==> config.mk <==
export PLATFORM = sky130hd
export DESIGN_NAME = cache_control_flat
export DESIGN_NICKNAME = d
export VERILOG_FILES = /design/src/rtl/cache_control_pkg.sv /design/src/rtl/cache_control_if.sv /design/src/rtl/cache_control_sat_counter.sv /design/src/rtl/cache_control.sv /design/src/flat_wrapper.sv
export SDC_FILE = /design/constraint.sdc
export NUM_CORES = 1
export LEC_CHECK = 0
export CAP_MARGIN = 20
export CORE_AREA = 2 2 49 96
export CTS_BUF_LIST = sky130_fd_sc_hd__clkbuf_8
export DETAILED_ROUTE_END_ITERATION = 10
export DIE_AREA = 0 0 51 98
export PLACE_DENSITY = 0.76
export SLEW_MARGIN = 10
export SYNTH_ARGS = -nofsm -noshare
export SYNTH_HDL_FRONTEND = slang
export SYNTH_SLANG_ARGS = --single-unit
==> constraint.sdc <==
create_clock -name clk -period 1.65 [get_ports clk]
set_input_delay 0.495 -clock clk [delete_from_list [all_inputs] [get_ports clk]]
set_output_delay 0.495 -clock clk [all_outputs]
set_load 0.02 [all_outputs]
==> src/rtl/cache_control_pkg.sv <==
// Purpose: shared types and constants for the cache controller slice.
// Latency: n/a (types only).
// Backpressure: n/a (types only).
package cache_types;

  // Default width of each performance counter.
  localparam int CNT_WIDTH_DEFAULT = 16;

  // Controller sequencing states.
  typedef enum logic [1:0] {
    IDLE      = 2'd0,
    WRITEBACK = 2'd1,
    ALLOCATE  = 2'd2
  } cache_ctrl_state_t;

endpackage

==> src/rtl/cache_control_if.sv <==
// Purpose: bundles the CPU request, array strobe and physical memory signals of the controller.
// Latency: n/a (wiring only).
// Backpressure: CPU holds mem_read/mem_write until mem_resp; pmem requests are held until pmem_resp.
interface cache_control_if;

  // CPU side
  logic       mem_read;
  logic       mem_write;
  logic [1:0] mem_byte_enable;
  logic       mem_resp;

  // Array status from the existing datapath
  logic       hit;
  logic       dirty;

  // Physical memory side
  logic       pmem_resp;
  logic       pmem_read;
  logic       pmem_write;

  // Datapath steering and array write strobes
  logic       pmem_addr_sel;
  logic       data_src_sel;
  logic       data_load;
  logic       tag_load;
  logic       valid_load;
  logic       dirty_load;
  logic       dirty_in;

  // Environment side: CPU, arrays and memory model.
  modport master (
    output mem_read, mem_write, mem_byte_enable, hit, dirty, pmem_resp,
    input  mem_resp, pmem_read, pmem_write, pmem_addr_sel, data_src_sel,
           data_load, tag_load, valid_load, dirty_load, dirty_in
  );

  // Controller side.
  modport slave (
    input  mem_read, mem_write, mem_byte_enable, hit, dirty, pmem_resp,
    output mem_resp, pmem_read, pmem_write, pmem_addr_sel, data_src_sel,
           data_load, tag_load, valid_load, dirty_load, dirty_in
  );

endinterface

==> src/rtl/cache_control_sat_counter.sv <==
// Purpose: event counter that sticks at all-ones instead of wrapping.
// Latency: count reflects an inc one cycle after it is seen.
// Backpressure: none; inc is sampled every cycle.
module sat_counter
  import cache_types::*;
#(
  parameter int WIDTH = CNT_WIDTH_DEFAULT
) (
  input  logic             clk,
  input  logic             rst_n,
  input  logic             inc,
  output logic [WIDTH-1:0] count
);

  localparam logic [WIDTH-1:0] CNT_MAX = {WIDTH{1'b1}};
  localparam logic [WIDTH-1:0] CNT_ONE = WIDTH'(1);

  // Count events, holding at the maximum value once reached.
  always_ff @(posedge clk or negedge rst_n) begin
    if (!rst_n) begin
      count <= '0;
    end else if (inc && (count != CNT_MAX)) begin
      count <= count + CNT_ONE;
    end
  end

endmodule

==> src/rtl/cache_control.sv <==
// Purpose: sequences hit service, dirty-line writeback and line allocate for a write-back cache.
// Latency: hits complete combinationally; a miss costs one IDLE cycle + memory cycles + one IDLE hit cycle.
// Backpressure: CPU request is held until mem_resp; pmem_read/pmem_write are held until pmem_resp.
module cache_control
  import cache_types::*;
#(
  parameter int CNT_WIDTH = CNT_WIDTH_DEFAULT
) (
  input  logic                 clk,
  input  logic                 rst_n,
  cache_control_if.slave       bus,
  output logic [CNT_WIDTH-1:0] miss_count,
  output logic [CNT_WIDTH-1:0] wb_count
);

  cache_ctrl_state_t state;
  cache_ctrl_state_t state_nxt;

  logic req;
  logic miss_inc;
  logic wb_inc;

  logic mem_resp;
  logic pmem_read;
  logic pmem_write;
  logic pmem_addr_sel;
  logic data_src_sel;
  logic data_load;
  logic tag_load;
  logic valid_load;
  logic dirty_load;
  logic dirty_in;

  // A write wins when both request lines are up, so any request is simply either line.
  assign req = bus.mem_read | bus.mem_write;

  // State register; reset forces IDLE asynchronously.
  always_ff @(posedge clk or negedge rst_n) begin
    if (!rst_n) begin
      state <= IDLE;
    end else begin
      state <= state_nxt;
    end
  end

  // Next-state and output decode; everything is qualified by rst_n so reset silences outputs at once.
  always_comb begin
    state_nxt     = state;
    miss_inc      = 1'b0;
    wb_inc        = 1'b0;
    mem_resp      = 1'b0;
    pmem_read     = 1'b0;
    pmem_write    = 1'b0;
    pmem_addr_sel = 1'b0;
    data_src_sel  = 1'b0;
    data_load     = 1'b0;
    tag_load      = 1'b0;
    valid_load    = 1'b0;
    dirty_load    = 1'b0;
    dirty_in      = 1'b0;

    case (state)
      IDLE: begin
        if (req) begin
          if (bus.hit) begin
            mem_resp = 1'b1;
            if (bus.mem_write) begin
              // Merged CPU line goes into the data array; only a real byte write dirties it.
              data_src_sel = 1'b1;
              data_load    = 1'b1;
              if (bus.mem_byte_enable != 2'b00) begin
                dirty_load = 1'b1;
                dirty_in   = 1'b1;
              end
            end
          end else begin
            miss_inc  = 1'b1;
            state_nxt = bus.dirty ? WRITEBACK : ALLOCATE;
          end
        end
      end

      WRITEBACK: begin
        // Victim line goes out at the stored tag address.
        pmem_write    = 1'b1;
        pmem_addr_sel = 1'b1;
        if (bus.pmem_resp) begin
          wb_inc    = 1'b1;
          state_nxt = ALLOCATE;
        end
      end

      ALLOCATE: begin
        // Fill from the CPU line address; install a clean, valid line on completion.
        pmem_read = 1'b1;
        if (bus.pmem_resp) begin
          data_load  = 1'b1;
          tag_load   = 1'b1;
          valid_load = 1'b1;
          dirty_load = 1'b1;
          dirty_in   = 1'b0;
          state_nxt  = IDLE;
        end
      end

      default: begin
        state_nxt = IDLE;
      end
    endcase

    if (!rst_n) begin
      state_nxt     = IDLE;
      miss_inc      = 1'b0;
      wb_inc        = 1'b0;
      mem_resp      = 1'b0;
      pmem_read     = 1'b0;
      pmem_write    = 1'b0;
      pmem_addr_sel = 1'b0;
      data_src_sel  = 1'b0;
      data_load     = 1'b0;
      tag_load      = 1'b0;
      valid_load    = 1'b0;
      dirty_load    = 1'b0;
      dirty_in      = 1'b0;
    end
  end

  assign bus.mem_resp      = mem_resp;
  assign bus.pmem_read     = pmem_read;
  assign bus.pmem_write    = pmem_write;
  assign bus.pmem_addr_sel = pmem_addr_sel;
  assign bus.data_src_sel  = data_src_sel;
  assign bus.data_load     = data_load;
  assign bus.tag_load      = tag_load;
  assign bus.valid_load    = valid_load;
  assign bus.dirty_load    = dirty_load;
  assign bus.dirty_in      = dirty_in;

  sat_counter #(.WIDTH(CNT_WIDTH)) u_miss_cnt (
    .clk   (clk),
    .rst_n (rst_n),
    .inc   (miss_inc),
    .count (miss_count)
  );

  sat_counter #(.WIDTH(CNT_WIDTH)) u_wb_cnt (
    .clk   (clk),
    .rst_n (rst_n),
    .inc   (wb_inc),
    .count (wb_count)
  );

endmodule

==> src/flat_wrapper.sv <==
// flat-port wrapper written by rule: the top's interface ports become plain ports
module cache_control_flat import cache_types::*;
#(
  parameter int CNT_WIDTH = CNT_WIDTH_DEFAULT
)
  (clk, rst_n, miss_count, wb_count, bus_mem_read, bus_mem_write, bus_mem_byte_enable, bus_hit, bus_dirty, bus_pmem_resp, bus_mem_resp, bus_pmem_read, bus_pmem_write, bus_pmem_addr_sel, bus_data_src_sel, bus_data_load, bus_tag_load, bus_valid_load, bus_dirty_load, bus_dirty_in);
  cache_control_if bus_i ();
  input  logic clk;
  input  logic rst_n;
  output logic [CNT_WIDTH-1:0] miss_count;
  output logic [CNT_WIDTH-1:0] wb_count;
  input wire logic [$bits(bus_i.mem_read)-1:0] bus_mem_read;
  input wire logic [$bits(bus_i.mem_write)-1:0] bus_mem_write;
  input wire logic [$bits(bus_i.mem_byte_enable)-1:0] bus_mem_byte_enable;
  input wire logic [$bits(bus_i.hit)-1:0] bus_hit;
  input wire logic [$bits(bus_i.dirty)-1:0] bus_dirty;
  input wire logic [$bits(bus_i.pmem_resp)-1:0] bus_pmem_resp;
  output wire logic [$bits(bus_i.mem_resp)-1:0] bus_mem_resp;
  output wire logic [$bits(bus_i.pmem_read)-1:0] bus_pmem_read;
  output wire logic [$bits(bus_i.pmem_write)-1:0] bus_pmem_write;
  output wire logic [$bits(bus_i.pmem_addr_sel)-1:0] bus_pmem_addr_sel;
  output wire logic [$bits(bus_i.data_src_sel)-1:0] bus_data_src_sel;
  output wire logic [$bits(bus_i.data_load)-1:0] bus_data_load;
  output wire logic [$bits(bus_i.tag_load)-1:0] bus_tag_load;
  output wire logic [$bits(bus_i.valid_load)-1:0] bus_valid_load;
  output wire logic [$bits(bus_i.dirty_load)-1:0] bus_dirty_load;
  output wire logic [$bits(bus_i.dirty_in)-1:0] bus_dirty_in;
  assign bus_i.mem_read = bus_mem_read;
  assign bus_i.mem_write = bus_mem_write;
  assign bus_i.mem_byte_enable = bus_mem_byte_enable;
  assign bus_i.hit = bus_hit;
  assign bus_i.dirty = bus_dirty;
  assign bus_i.pmem_resp = bus_pmem_resp;
  assign bus_mem_resp = bus_i.mem_resp;
  assign bus_pmem_read = bus_i.pmem_read;
  assign bus_pmem_write = bus_i.pmem_write;
  assign bus_pmem_addr_sel = bus_i.pmem_addr_sel;
  assign bus_data_src_sel = bus_i.data_src_sel;
  assign bus_data_load = bus_i.data_load;
  assign bus_tag_load = bus_i.tag_load;
  assign bus_valid_load = bus_i.valid_load;
  assign bus_dirty_load = bus_i.dirty_load;
  assign bus_dirty_in = bus_i.dirty_in;
  cache_control #(.CNT_WIDTH(CNT_WIDTH)) u_core (.clk(clk), .rst_n(rst_n), .bus(bus_i), .miss_count(miss_count), .wb_count(wb_count));
endmodule
==> results.md, run 1 <==
| Result | Reported | Unit |
| --- | --- | --- |
| Synth Warn # | 0 | - |
| Leakage power | 1.586 | nW |
| Number of antenna repair diodes | 0 | - |
| Biggest area contributors in the synthesized netlist | sky130_fd_sc_hd__dfrtp_1 46%, sky130_fd_sc_hd__xor2_1 12%, sky130_fd_sc_hd__nor3_1 3.3% | - |
| Post-synthesis cell type count | 38 | - |
| Power Dens Cells | 738.7 | nW/um^2 |
| Cell Count Post-Placement | 301 | - |
| Cell taking the most area after synthesis | sky130_fd_sc_hd__dfrtp_1 | - |
| Aggregate negative setup slack | -2.849 | ns |
| Detail-routed via count per cell | 5.383 | - |
| Final RePlAce weighted congestion | 0.7969 | - |
| Instance area at placement | 2714 | um^2 |
| Unrepaired setup endpoints after global routing | true | - |
| Type of element capturing the critical path | primary output | - |
| Adder-cell share of the synthesized area | 0.01362 | - |
| Clock tree from TritonCTS | done | - |
| First-iteration detailed-routing DRC count | 29 | - |
| Largest family of logic cells by synthesized area | simple AND/OR/NAND/NOR gates | - |
| Initial core utilization | 0.4275 | - |
| H-Tree Depth | 2 | - |
| Number of hold-slack violations in the final timing report | 0 | - |
| Core occupancy in the finished layout | 0.7353 | - |
| Width of the die | 51 | um |
| Max incr delay on CP | 0.41 | ns |
| Number of global-route vias before repair | 1,823 | - |
| Floorplan row count | 34 | - |
| Sequential area share after synthesis | 0.4632 | - |
| CP Max Fanout | 4 | - |
| Final critical-path share of the clock period | 1.179 | - |
| Crit Path Class | reg2out | - |
| Final WL | 5.397 | mm |
| Clock slew seen by the registers of the worst setup and hold paths | 0.07 | ns |
| Number of buffers on the longest clock path | 2 | - |
| Final global-route overflow total | 0 | - |
| Total of flip-flops plus latches after synthesis | 34 | - |
| Cts bufs inserted | 5 | - |
| Status | finished, violations left | - |
| # port buffers | 50 | - |
| Prevailing post-synth register cell | sky130_fd_sc_hd__dfrtp_1 | - |
| HPWL after detailed placement | 3.519 | mm |
| Synthesized area per cell | 10.80 | um^2 |
| Power Total | 0.002334 | W |
| Critical path data required time | 1.15 | ns |
| Area of the core | 4297 | um^2 |
| Async set or reset register ratio after synthesis | 1.000 | - |
| Synth Cell Area | 1837 | um^2 |
| Die span in y | 98 | um |
| Number of setup violations in the final report | 19 | - |
| Routed wire length per instance | 16.81 | um |
| Net total in the final layout | 277 | - |
| Residual antenna-violating net count after detailed routing | 0 | - |
| Multiplexer share of the synthesized area | 0.01635 | - |
| Clock latency of the later-clocked register in the worst-skew pair | 0.28 | ns |
| Failing checks | setup timing | - |
| Arrival time of data at the critical path endpoint | 1.45 | ns |
| Fin worst setup slack | -0.2956 | ns |
| Largest net degree at the start of global routing | 36 | - |
| Master cell of the clock root buffer | sky130_fd_sc_hd__clkbuf_8 | - |
| Clock Sinks | 34 | - |
| Die footprint | 4998 | um^2 |
| Transition time of the tightest slew-check pin | 0.5087 | ns |
| Final non-filler cell total | 321 | - |
| Shortest period the worst path allows | 1.946 | ns |
| Antenna violations before repair | 0 | - |
| GRT Util Overall | 0.2234 | - |
| Number of enable-type register cells in the synthesized netlist | 0 | - |
| Most frequent cells in the layout | 34 x sky130_fd_sc_hd__dlygate4sd2_1, 34 x sky130_fd_sc_hd__buf_4, 26 x sky130_fd_sc_hd__xor2_1 | - |
| Area added between synthesis and finish | 72.00 | % |
| Fraction of final layout cells with drive strength greater than 1 | 0.4831 | - |
| Number of ports placed on the die boundary | 51 | - |
| Slew Viols, Final | 0 | - |
| Worst slew margin relative to its limit | 0.6590 | - |
| Detailed-router iteration count before antenna repair | 4 | - |
| Xor/xnor share of the synthesized area | 0.1287 | - |
| Share of the synthesized area in the top cell type | 0.4632 | - |
| Simple-gate area share of the yosys netlist | 0.3174 | - |
| First-pass GRT wire length | 8.597 | mm |
| Clk_skew | 0.009019 | ns |
| DRC Markers | 0 | - |
| Count of max-cap constraint violations | 0 | - |
| Worst VDD drop | 0.9498 | mV |
| Max frequency | 514.0 | MHz |
| Synthesized netlist cell count | 170 | - |
| CP startpoint kind | flip-flop | - |
| Compound-Gate Fraction of Synth Area | 0.03951 | - |
| Area of all placed cells without fillers | 3159 | um^2 |
| Slowest cell on crit path | sky130_fd_sc_hd__dfrtp_1 | - |
| Critical-path cell list | nor3b_4 > nand3_4 > o21ai_4 > buf_6 | - |
| Nets in the synthesized netlist | 181 | - |
| Total vias in the final route | 1,728 | - |
| Min-delay worst type | in2async | - |
per-layer routing:
layer | global-route usage | up-vias | part of all wire
met3 | 0.03517 | 14 | 0.030
met1 | 0.2336 | 867 | 0.34
met2 | 0.4216 | 41 | 0.60
li1 | - | 806 | -
met5 | 0 | - | 0
met4 | 0.08732 | 0 | 0.034
through the flow:
step,setup slack (ns),hold slack (ns)
final,-0.2956,0.4279
after floorplan,-0.1090,0.1994
after global placement,-0.7549,0.4774
after detailed placement,-0.7766,0.4803
after CTS,-0.3061,0.4286
after global routing,-0.3609,0.4611
state kept, by name, indices dropped and copies added, names as in the netlist:
name / count
u_core.u_miss_cnt.count: 16
u_core.u_wb_cnt.count: 16
u_core.state: 2
synthesized netlist by cell type (all sizes together) (2+ instances only):
master   n
a31oi    4
and2     2
and3     4
and4     3
buf      3
dfrtp   34
ha       2
inv      5
mux2     2
nand2   14
nand3    9
nand4   11
nor2    11
nor3    12
nor3b    3
nor4    10
nor4b    2
o21ai    3
xor2    26
power by group:
group          leakage [nW]  switching [W]  total [W]  internal (W)
logic                  1.10       0.000332   0.000662      0.000330
registers             0.434       0.000122    0.00105      0.000925
clock network        0.0524       0.000294   0.000624      0.000330
total                  1.59       0.000748    0.00233       0.00159
worst paths after layout:
path                       cells past startpoint  slack, ns                        from                         end
hold reg to reg                                1       0.49  u_core.u_miss_cnt.count[5]  u_core.u_miss_cnt.count[5]
hold / removal                                 3       0.43                       rst_n  u_core.u_miss_cnt.count[6]
min in group clk                               1       0.49  u_core.u_miss_cnt.count[5]  u_core.u_miss_cnt.count[5]
setup reg to reg                               8      -0.06             u_core.state[0]   u_core.u_wb_cnt.count[14]
setup / recovery                               4      -0.30             u_core.state[0]              bus_dirty_load
max in group asynchronous                      3       0.88                       rst_n  u_core.u_miss_cnt.count[7]
cell families after synthesis:
| logic type | count (synthesis) |
|---|---|
| compound gates | 11 |
| xor+xnor | 27 |
| fa+ha+maj | 2 |
| buf+inv | 8 |
| flops | 34 |
| mux | 2 |
| simple gates | 86 |
final cells by class:
cell class / instances / area [um^2]
clock buffer: 6 / 82.58
clock inverter: 2 / 8.758
fill: 321 / 1137
inverter: 5 / 21.27
multi-input combinational: 128 / 1304
sequential: 34 / 869.6
tap: 54 / 67.56
timing repair buffer: 92 / 805.8
critical path, delay by kind of cell, from the launching register on:
family / cells / cell delay [ns]
and+or+nand+nor: 2 / 0.48
buffers and inverters: 1 / 0.13
DFF: 1 / 0.41
AOI/OAI and AO/OA: 1 / 0.16
timing repair:
action / 4_1_cts / 5_1_grt
pin swaps: 20 / 20
buffers inserted: 10 / 4
setup endpoints to repair: 74 / 40
gates resized for setup: 132 / 22
hold buffers: 0 / 0
Power figures use the tool's default switching activity.
==> run 2: changes to the inputs <==
GPL_TIMING_DRIVEN = 0   (was default)
HOLD_SLACK_MARGIN = 0.03   (was default)
==> results.md, run 2 (synthesized netlist as in run 1, its figures left out) <==
| Result | Reported | Unit | Delta |
| --- | --- | --- | --- |
| Critical path data required time | 1.15 | ns | about the same |
| H-Tree Depth | 2 | - | unchanged |
| Biggest regs | u_core.u_miss_cnt.count x16, u_core.u_wb_cnt.count x16, u_core.state x2 | - | unchanged |
| Clock Sinks | 34 | - | unchanged |
| CP Max Fanout | 5 | - | was 4 |
| Critical-path cell list | nor3b_4 > buf_6 > buf_6 > o211a_1 > buf_6 | - | was nor3b_4 > nand3_4 > o21ai_4 > buf_6 |
| Area of the core | 4297 | um^2 | unchanged |
| Largest net degree at the start of global routing | 15 | - | was 36 |
| Min-delay worst type | in2async | - | unchanged |
| Width of the die | 51 | um | unchanged |
| Final critical-path share of the clock period | 1.216 | - | was 1.179 |
| DRC Markers | 0 | - | unchanged |
| Fin worst setup slack | -0.3557 | ns | was -0.2956 ns |
| Die span in y | 98 | um | unchanged |
| Clock latency of the later-clocked register in the worst-skew pair | 0.29 | ns | was 0.28 ns |
| Final global-route overflow total | 0 | - | unchanged |
| HPWL after detailed placement | 3.268 | mm | was 3.519 mm |
| Worst-case register-to-register setup slack | -0.17 | ns | was -0.06 ns |
| Shortest period the worst path allows | 2.006 | ns | was 1.946 ns |
| Initial core utilization | 0.4275 | - | unchanged |
| Switching share of power | 0.2996 | - | was 0.3206 |
| Number of antenna repair diodes | 0 | - | unchanged |
| Detail-routed via count per cell | 5.472 | - | was 5.383 |
| Clock Power Share | 0.351 | - | was 0.268 |
| Clock tree from TritonCTS | done | - | unchanged |
| GRT Util Overall | 0.2263 | - | was 0.2234 |
| Highest routed layer | met4 | - | unchanged |
| Worst slew margin relative to its limit | 0.6469 | - | was 0.6590 |
| Internal power | 0.001871 | W | was 0.001586 W |
| Max incr delay on CP | 0.45 | ns | was 0.41 ns |
| Fraction of final layout cells with drive strength greater than 1 | 0.4812 | - | was 0.4831 |
| Part of the power in combinational logic | 0.250 | - | was 0.284 |
| Cts bufs inserted | 5 | - | unchanged |
| Worst flop-to-flop path startpoint | u_core.state[1] | - | was u_core.state[0] |
| Arrival time of data at the critical path endpoint | 1.51 | ns | was 1.45 ns |
| Leakage power | 1.627 | nW | was 1.586 nW |
| Area added between synthesis and finish | 75.07 | % | was 72.00% |
| Total vias in the final route | 1,751 | - | was 1,728 |
| Number of hold-slack violations in the final timing report | 0 | - | unchanged |
| Clk_skew | 0.006107 | ns | was 0.009019 ns |
| Aggregate negative setup slack | -3.568 | ns | was -2.849 ns |
| Number of ports placed on the die boundary | 51 | - | unchanged |
| Detailed-router iteration count before antenna repair | 4 | - | unchanged |
| Number of global-route vias before repair | 1,759 | - | was 1,823 |
| Unrepaired setup endpoints after global routing | true | - | unchanged |
| CP startpoint kind | flip-flop | - | unchanged |
| First-iteration detailed-routing DRC count | 37 | - | was 29 |
| Floorplan row count | 34 | - | unchanged |
| Master cell of the clock root buffer | sky130_fd_sc_hd__clkbuf_8 | - | unchanged |
| Sum of met3 wire segment lengths after detailed routing | 143 | um | was 162 um |
| Antenna violations before repair | 0 | - | unchanged |
| Most frequent cells in the layout | 33 x sky130_fd_sc_hd__dlygate4sd2_1, 26 x sky130_fd_sc_hd__xor2_1, 24 x sky130_fd_sc_hd__buf_6 | - | was 34 x sky130_fd_sc_hd__dlygate4sd2_1, 34 x sky130_fd_sc_hd__buf_4, 26 x sky130_fd_sc_hd__xor2_1 |
| Final WL | 5.795 | mm | was 5.397 mm |
| Metal1 wirelength | 2.016 | mm | was 1.827 mm |
| Number of setup violations in the final report | 20 | - | was 19 |
| Routed wire length per instance | 18.11 | um | was 16.81 um |
| # port buffers | 50 | - | unchanged |
| Crit Path Class | reg2out | - | unchanged |
| Final RePlAce weighted congestion | 0.7820 | - | was 0.7969 |
| Most common cell after layout, fill and taps aside | sky130_fd_sc_hd__dlygate4sd2_1 | - |  |
| Relative contribution of sequential cells to total power | 0.399 | - | was 0.449 |
| Core occupancy in the finished layout | 0.7484 | - | was 0.7353 |
| Status | finished, violations left | - | unchanged |
| First-pass GRT wire length | 8.549 | mm | was 8.597 mm |
| Clock slew seen by the registers of the worst setup and hold paths | 0.08 | ns | was 0.07 ns |
| Residual antenna-violating net count after detailed routing | 0 | - | unchanged |
| Slew Viols, Final | 0 | - | unchanged |
| Number of buffers on the longest clock path | 2 | - | unchanged |
| Fillers | 298 | - | was 321 |
| Type of element capturing the critical path | primary output | - | unchanged |
| Most numerous cell on the critical path | sky130_fd_sc_hd__buf_6 | - |  |
| Length of routed met2 wiring | 3.491 | mm | was 3.225 mm |
| Slowest cell on crit path | sky130_fd_sc_hd__dfrtp_2 | - | was sky130_fd_sc_hd__dfrtp_1 |
| Net total in the final layout | 276 | - | was 277 |
| Count of max-cap constraint violations | 0 | - | unchanged |
| Power Dens Cells | 830.6 | nW/um^2 | was 738.7 nW/um^2 |
| Worst VDD drop | 1.153 | mV | was 0.9498 mV |
| Die footprint | 4998 | um^2 | unchanged |
| Failing checks | setup timing | - | unchanged |
| Max frequency | 498.6 | MHz | was 514.0 MHz |
| Transition time of the tightest slew-check pin | 0.5279 | ns | was 0.5087 ns |
| Switching Power | 0.0008002 | W | was 0.0007481 W |
| Terminus of the critical flop-to-flop path | u_core.u_miss_cnt.count[15] | - | was u_core.u_wb_cnt.count[14] |
| R2R cell count | 7 | - | was 8 |
run 2: changes by cell type in the layout (fill, tap and decap cells not counted), moves of 2 or more:
| cell | previous run | this run |
|---|---|---|
| sky130_fd_sc_hd__inv_1 | 4 | 2 |
| sky130_fd_sc_hd__nor3_2 | 4 | 6 |
| sky130_fd_sc_hd__buf_12 | 0 | 2 |
| sky130_fd_sc_hd__dfrtp_1 | 19 | 12 |
| sky130_fd_sc_hd__nor4_1 | 0 | 3 |
| sky130_fd_sc_hd__nor4_4 | 9 | 7 |
| sky130_fd_sc_hd__buf_4 | 34 | 23 |
| sky130_fd_sc_hd__clkdlybuf4s15_1 | 0 | 2 |
| sky130_fd_sc_hd__bufinv_16 | 0 | 2 |
| sky130_fd_sc_hd__buf_6 | 18 | 24 |
| sky130_fd_sc_hd__dfrtp_2 | 15 | 22 |
| sky130_fd_sc_hd__nor3_4 | 5 | 2 |
run 2: area by class of cell:
class | instances | area, um^2 | area share
repair buffers | 88 | 853.3 | 0.2654
well taps | 54 | 67.56 | 0.02101
clock inverters | 3 | 68.82 | 0.02140
flip-flops and latches | 34 | 878.3 | 0.2732
inverters | 5 | 21.27 | 0.006615
multi-input cells | 128 | 1231 | 0.3829
plain buffers | 3 | 26.28 | 0.008171
clock buffers | 5 | 68.82 | 0.02140
run 2: how the worst max path moves through the flow:
| stage | startpoint | end | cells past startpoint |
|---|---|---|---|
| 3_3_place_gp | rst_n | bus_dirty_load | 5 |
| 3_5_place_dp | rst_n | bus_dirty_load | 6 |
| 6_report | u_core.state[1] | bus_mem_resp | 5 |
| 2_1_floorplan | rst_n | bus_dirty_load | 3 |
| 4_1_cts | u_core.state[0] | bus_mem_resp | 5 |
| 5_1_grt | u_core.state[1] | bus_pmem_write | 5 |
run 2: timing repair:
item	4_1_cts	5_1_grt
setup endpoints to repair	74	38
gates resized for setup	133	30
setup buffers	18	18
endpoints found under the hold margin	11	0
cloned	1	1
hold buffers	1	0
pin swaps	20	14
run 2: power groups by stage:
stage          sequential (W)  clock, W  combinational, W
2_1_floorplan         0.00115         0          0.000249
3_3_place_gp          0.00107         0          0.000591
3_5_place_dp          0.00108         0          0.000609
4_1_cts               0.00106  0.000944          0.000632
5_1_grt               0.00108  0.000981          0.000727
6_report              0.00107  0.000938          0.000666
run 2: per-layer routing:
metal | track usage | up-vias
met1 | 0.2299 | 886
met4 | 0.09148 | 0
met5 | 0 | -
li1 | - | 807
met2 | 0.4226 | 42
met3 | 0.05046 | 16
run 2: metrics by stage:
stage	total power, W	instances	hold WS, ns	setup slack [ns]	cell area (um^2)
after global routing	0.002792	320	0.1800	-0.4270	3216
after detailed placement	0.001687	275	0.3969	-1.307	2529
after global placement	0.001664	274	0.4803	-2.619	2514
final	0.002671	320	0.1849	-0.3557	3216
after CTS	0.002640	303	0.1830	-0.3616	3000
after floorplan	0.001403	170	0.1994	-0.1090	1946
run 2: critical path: cells and delay by family, from the launching register on:
family | cells | cell delay [ns]
AND/OR/NAND/NOR | 1 | 0.28
AO/OA/AOI/OAI | 1 | 0.14
buffers and inverters | 3 | 0.35
flip-flops | 1 | 0.45
